[config.mk]
export PLATFORM = sky130hd
export DESIGN_NAME = module_wb_arbiter
export DESIGN_NICKNAME = d
export VERILOG_FILES = /design/src/rtl/module_wb_arbiter.sv
export SDC_FILE = /design/constraint.sdc
export NUM_CORES = 1
export LEC_CHECK = 0
export CAP_MARGIN = 0
export CORE_MARGIN = 5
export CORE_UTILIZATION = 38
export DETAILED_ROUTE_END_ITERATION = 8
export PLACE_DENSITY = 0.85
export SYNTH_ARGS = -nofsm -noshare
export SYNTH_HDL_FRONTEND = slang
export SYNTH_SLANG_ARGS = --single-unit
[constraint.sdc]
create_clock -name clk_i -period 1.9 [get_ports clk_i]
set_input_delay 0.38 -clock clk_i [delete_from_list [all_inputs] [get_ports clk_i]]
set_output_delay 0.38 -clock clk_i [all_outputs]
set_load 0.005 [all_outputs]
[src/rtl/module_wb_arbiter.sv]
`default_nettype none
// ============================================================================
// Module   : module_wb_arbiter
// Purpose  : Arbitrates the register-file write port between the ALU path
//            (fixed priority) and the load/store unit (anti-starvation).
// Revision : 1.0 - initial release
// ============================================================================
module module_wb_arbiter #(
    parameter int DATA_W       = 32,
    parameter int ADDR_W       = 5,
    parameter int STARVE_LIMIT = 4
) (
    input  logic              clk_i,
    input  logic              rst_i,
    input  logic              req0_valid_i,
    input  logic [ADDR_W-1:0] req0_addr_i,
    input  logic [DATA_W-1:0] req0_data_i,
    output logic              req0_ready_o,
    input  logic              req1_valid_i,
    input  logic [ADDR_W-1:0] req1_addr_i,
    input  logic [DATA_W-1:0] req1_data_i,
    output logic              req1_ready_o,
    output logic              we3_o,
    output logic [ADDR_W-1:0] a3_o,
    output logic [DATA_W-1:0] wd3_o,
    output logic              starve_o
);

    typedef enum logic [0:0] {
        ST_NORMAL = 1'b0,
        ST_FORCE1 = 1'b1
    } state_t;

    localparam logic [3:0] c_LIMIT = 4'(STARVE_LIMIT);

    state_t            r_state;
    state_t            w_state_nxt;
    logic [3:0]        r_wait_cnt;
    logic [3:0]        w_wait_cnt_nxt;
    logic              w_grant0;
    logic              w_grant1;
    logic              w_we_nxt;
    logic [ADDR_W-1:0] w_addr_sel;
    logic [DATA_W-1:0] w_data_sel;
    logic              w_starve_nxt;

    always_ff @(posedge clk_i) begin
        if (rst_i) begin
            r_state    <= ST_NORMAL;
            r_wait_cnt <= 4'd0;
            we3_o      <= 1'b0;
            a3_o       <= '0;
            wd3_o      <= '0;
            starve_o   <= 1'b0;
        end else begin
            r_state    <= w_state_nxt;
            r_wait_cnt <= w_wait_cnt_nxt;
            we3_o      <= w_we_nxt;
            a3_o       <= w_we_nxt ? w_addr_sel : '0;
            wd3_o      <= w_we_nxt ? w_data_sel : '0;
            starve_o   <= w_starve_nxt;
        end
    end

    always_comb begin
        w_grant0       = 1'b0;
        w_grant1       = 1'b0;
        w_wait_cnt_nxt = 4'd0;
        w_state_nxt    = r_state;
        w_addr_sel     = '0;
        w_data_sel     = '0;
        w_we_nxt       = 1'b0;
        w_starve_nxt   = 1'b0;

        // Grants depend only on valids and state; reset masks both.
        if (!rst_i) begin
            if (r_state == ST_FORCE1 && req1_valid_i) begin
                w_grant1 = 1'b1;
            end else if (req0_valid_i) begin
                w_grant0 = 1'b1;
            end else if (req1_valid_i) begin
                w_grant1 = 1'b1;
            end
        end

        if (req1_valid_i && !w_grant1) begin
            w_wait_cnt_nxt = (r_wait_cnt >= c_LIMIT) ? c_LIMIT : r_wait_cnt + 4'd1;
        end

        case (r_state)
            ST_NORMAL: if (w_wait_cnt_nxt == c_LIMIT) w_state_nxt = ST_FORCE1;
            ST_FORCE1: if (w_grant1 || !req1_valid_i) w_state_nxt = ST_NORMAL;
            default:   w_state_nxt = ST_NORMAL;
        endcase

        if (w_grant1) begin
            w_addr_sel = req1_addr_i;
            w_data_sel = req1_data_i;
        end else begin
            w_addr_sel = req0_addr_i;
            w_data_sel = req0_data_i;
        end

        // Writes to x0 are accepted but never reach the register file.
        w_we_nxt     = (w_grant0 || w_grant1) && (w_addr_sel != '0);
        w_starve_nxt = (r_state == ST_FORCE1) && w_grant1 && req0_valid_i;
    end

    assign req0_ready_o = w_grant0;
    assign req1_ready_o = w_grant1;

endmodule
`default_nettype wire

; Word-level counts from Yosys, hierarchy flattened
; Index checks and enable logic that the tools add are counted.
[op_classes]
reduce_logical = 11
n_addsub = 1
eq_ne = 1
n_lt_le_gt_ge = 1
muxes = 14
n_bitwise = 2
[ops]
columns = operator, count
row1 = 32-bit two-way mux, 1
row2 = 1-bit two-way mux, 9
row3 = 4-bit two-way mux, 2
row4 = 1-bit logical AND, 5
row5 = 5-bit two-way mux, 1
row6 = 5-bit nonzero test, 1
row7 = "4-bit by 1-bit adder with 4-bit output, second input constant", 1
row8 = "4-bit by 3-bit == test with 1-bit output, second input constant", 1
row9 = "4-bit by 3-bit greater-or-equal comparator with 1-bit output, second input constant", 1
row10 = 1-bit logical NOT, 2
row11 = 1-bit logical OR, 2
row12 = 1-bit NOT, 2
row13 = 1-bit one-hot mux with 2 select lines, 1
row14 = 2-bit OR reduction, 1
[word_totals]
regBits = 44
in_bits = 78
output_inout_bits = 41
wordCells = 36

; Logic depth before layout (Yosys ltp)
; Gate-level depths: netlist of the first run.
[depth]
depth_word = 10
ltp_mapped = 7
depth_no_buf = 5

; Worst setup path before layout of the first run
; No wires, ideal clock.
[synth_timing]
kind = input -> output
startpoint = input port rst_i
endpoint = output port req1_ready_o
n_path_buf = 1
path_slack_ns = 0.621
t_arrival_ns = 0.899
cell_stages = 4
required_ns = 1.520
cell_sequence = and2b_4 > o21ai_2 > inv_2 > buf_2
[synth_between]
elab_chain_cells = 1
[synth_rtl]
columns = item, line
row1 = start: declaration, 14  ; input logic rst_i,
row2 = 1-bit two-way mux, 76  ; if (!rst_i) begin
row3 = end: declaration, 22  ; output logic req1_ready_o,
; Every way passes these cells.

; Worst setup path after layout of the first run
; Ends and elaborated chain as after synthesis.

==> results of run 1 <==
through the flow:
stage,setup WS [ns],instance area [um2],instances,util [%],setup TNS (ns)
2_1_floorplan,0.6205,1783,199,-,0
3_3_place_gp,-0.2108,3022,366,65.27,-1.824
3_5_place_dp,-0.2753,3022,366,65.27,-2.917
4_1_cts,0.02663,3142,374,67.86,0
5_1_grt,0.008724,3142,374,67.86,0
6_report,0.03272,3142,374,67.86,0
layer usage:
layer	vias up	track usage, %	routed length [um]
li1	934	-	-
met1	880	22.13	2247
met2	66	32.34	2956
met3	10	5.390	335
met4	0	4.895	89
met5	-	0	0
layout make-up:
| cell class | instances | area (um2) | share of cell area (%) |
|---|---|---|---|
| Timing Repair Buffer | 130 | 1280 | 40.74 |
| Multi-Input combinational cell | 136 | 794.5 | 25.29 |
| Sequential cell | 44 | 880.8 | 28.04 |
| Clock inverter | 3 | 42.54 | 1.354 |
| Inverter | 2 | 7.507 | 0.2389 |
| Clock buffer | 5 | 68.82 | 2.190 |
| Tap cell | 54 | 67.56 | 2.151 |
worst register-to-register path, cell delays in order (launching register included):
cell and delay, ns:
sky130_fd_sc_hd__dfxtp_1 0.43, sky130_fd_sc_hd__o21ai_4 0.08, sky130_fd_sc_hd__inv_2 0.05, sky130_fd_sc_hd__buf_4 0.39, sky130_fd_sc_hd__nand3_1 0.15, sky130_fd_sc_hd__a21oi_1 0.18
how the worst min path moves through the flow:
stage,slack [ns],start,depth (start not counted),end
after floorplan,0.42,r_wait_cnt[3]$_SDFF_PP0_,1,r_wait_cnt[0]$_SDFF_PP0_
after global placement,0.43,r_wait_cnt[3]$_SDFF_PP0_,1,r_wait_cnt[0]$_SDFF_PP0_
after detailed placement,0.47,r_wait_cnt[3]$_SDFF_PP0_,1,r_wait_cnt[0]$_SDFF_PP0_
after CTS,0.48,r_wait_cnt[3]$_SDFF_PP0_,1,r_wait_cnt[0]$_SDFF_PP0_
after global routing,0.52,r_wait_cnt[3]$_SDFF_PP0_,1,r_wait_cnt[0]$_SDFF_PP0_
final,0.47,r_wait_cnt[3]$_SDFF_PP0_,1,r_wait_cnt[0]$_SDFF_PP0_
placed cells by master, fill, tap and decap left out:
cell,netlist,layout
sky130_fd_sc_hd__nand2_1,15,15
sky130_fd_sc_hd__clkbuf_8,0,5
sky130_fd_sc_hd__and2b_4,1,1
sky130_fd_sc_hd__nor2b_1,1,1
sky130_fd_sc_hd__and3_1,1,1
sky130_fd_sc_hd__ha_1,1,1
sky130_fd_sc_hd__clkdlybuf4s50_1,0,115
sky130_fd_sc_hd__a22o_1,1,1
sky130_fd_sc_hd__dfxtp_1,44,44
sky130_fd_sc_hd__clkinv_2,0,1
sky130_fd_sc_hd__buf_12,1,1
sky130_fd_sc_hd__nor4_1,1,1
sky130_fd_sc_hd__a21oi_1,28,28
sky130_fd_sc_hd__nor2_1,5,5
sky130_fd_sc_hd__o21ai_4,0,1
sky130_fd_sc_hd__clkinvlp_4,0,1
sky130_fd_sc_hd__inv_2,2,2
sky130_fd_sc_hd__buf_4,1,11
sky130_fd_sc_hd__a21oi_2,10,10
sky130_fd_sc_hd__o21bai_4,0,1
sky130_fd_sc_hd__nand3_2,10,10
sky130_fd_sc_hd__nor3_1,3,3
sky130_fd_sc_hd__a211oi_2,0,1
sky130_fd_sc_hd__bufinv_16,0,1
sky130_fd_sc_hd__conb_1,1,1
sky130_fd_sc_hd__nand3_1,55,55
sky130_fd_sc_hd__dlygate4sd2_1,0,3
state kept, by name, indices dropped and copies added (netlist names):
register and count:
wd3_o 32, a3_o 5, r_wait_cnt 4, r_state 1
starve_o 1, we3_o 1
repair_timing:
item                       CTS  global route
setup endpoints to repair    2             0
gates resized for setup      5             0
setup buffers                0             0
hold buffers                 0             0
cell families (layout without fill, tap and decap cells):
family,count (synthesis),count (layout),synth area share (%)
buffers and inverters,19,140,7.158
other,1,1,0.2103
AO/OA/AOI/OAI,42,42,14.81
flip-flops,44,44,49.40
adder cells (fa/ha/maj),1,1,0.7016
AND/OR/NAND/NOR,92,92,27.72
report_power, final:
part	switching (mW)	total [mW]	leakage (nW)	internal [mW]
Clock	0.305	0.693	0.0541	0.389
Combinational	0.153	0.439	0.794	0.286
Sequential	0.0156	0.991	0.363	0.976
Total	0.473	2.12	1.21	1.65
==> run metrics, run 1 <==
run status finished clean; post-synth net total 278; number of antenna violations at the first check in global routing 0; Overflow after GRT 0; Critical Path Source Type primary input; Tcrit/Tclk final 98.28%; Core Area 0.004629 mm2; library cell occupying the most area in the post-synthesis netlist sky130_fd_sc_hd__dfxtp_1; number of distinct standard cells referenced by the synthesized netlist 25; proportion of layout cells with a drive suffix above 1 14.37%; first-iteration detailed-routing DRC count 90; largest fanout on the critical path 3; Leakage 1.211 nW; Die Y 78.50 um; list of most frequent post-synthesis cells sky130_fd_sc_hd__nand3_1, sky130_fd_sc_hd__dfxtp_1, sky130_fd_sc_hd__a21oi_1; number of register bits inferred by synthesis 44; worst ir drop on vdd 0.4408 mV; proportion of netlist area held by the largest area contributor 49.40%; setup clock skew after layout 0.003093 ns; post-layout minimum cycle time 1.867 ns; overall routing resource usage 18.55%; DRT antenna net count 0; launch point of the worst reg-to-reg path r_state$_SDFF_PP0_; Post-layout nets 398; number of setup violations in the final report 0; CTS H-Tree Depth 2; f_max 535.5 MHz; final hold violation count 0; master of the slowest instance on the critical path sky130_fd_sc_hd__clkdlybuf4s50_1; number of antenna repair diodes 0; end of the critical path req1_ready_o; top-count cell post-synth sky130_fd_sc_hd__nand3_1; Worst EP arrival 1.49 ns; signed area change from the synthesized netlist to the final layout 76.21%; initial core utilization 38.51%; global-route wire length before repair 9.246 mm; count of flip-flops with a built-in enable after synthesis 0; critical path capture point type output port; total via count in the routed design 1,890; Fill cells 393; final RePlAce weighted congestion 0.7426; CTS tree yes; Data required, critical path 1.52 ns; setup repair after global routing missed its margin no; Synth Cell Area 0.001783 mm2; # port buffers 118; endpoint of the worst register-to-register path wd3_o[8]$_SDFF_PP0_; number of cells traversed by the worst register-to-register path 5; crit-path leading delay family buffers and inverters; Crit path largest cell delay 0.51 ns; total I/O pin count 119; most area-consuming cells after synthesis sky130_fd_sc_hd__dfxtp_1, sky130_fd_sc_hd__nand3_1, sky130_fd_sc_hd__a21oi_1, sky130_fd_sc_hd__nand3_2, sky130_fd_sc_hd__a21oi_2; DR pass1 iterations 4; largest net degree at the start of global routing 39; launching instance or port of the critical path rst_i; Mean Syn Cell Area 8.960 um2; number of sinks on the clock net 44; number of clock buffers inserted by TritonCTS 5; floorplan die area 0.006162 mm2; Vias/cell 5.053; clock slew seen by the registers of the worst setup and hold paths 0.08 ns; count of buffer and inverter cells on the critical path 3; ratio of total power to cell area 675.8 mW/mm2; Clock Tree Buf Depth 2; Setup Crit Path Kind in2out; Post-Route WL 5.628 mm; number of placement rows 25; share of the yosys chip area belonging to registers 49.40%; vias in the first global route 1,928; R2R Setup Slk 0.56 ns; cell chain of the critical path clkdlybuf4s50_1 > and2b_4 > o21ai_4 > inv_2 > dlygate4sd2_1; DR DRC count 0; number of standard cells after synthesis 199; die width 78.50 um; source-to-sink clock delay at the later pin of the worst-skew pair 0.28 ns; Async SR Flop Fraction 0%; worst hold-check path type reg2reg; reported max-cap violation count 0; max-slew violation count 0; worst-case hold slack 0.4721 ns; number of stages on the worst setup path 5; total power of the final layout 2.123 mW; per-cell routed wire length 15.05 um; leading register cell type out of synthesis sky130_fd_sc_hd__dfxtp_1; half-perimeter wire length after placement 4.248 mm; root buf cell sky130_fd_sc_hd__clkbuf_8; Synth Warn # 0
(Power assumes the default switching activity.)
==> run 2: changes to the inputs <==
- CTS_CLUSTER_DIAMETER: not set -> 120
==> results of run 2 <==
No change in the layout: final DEF, timing and power equal those of run 1.
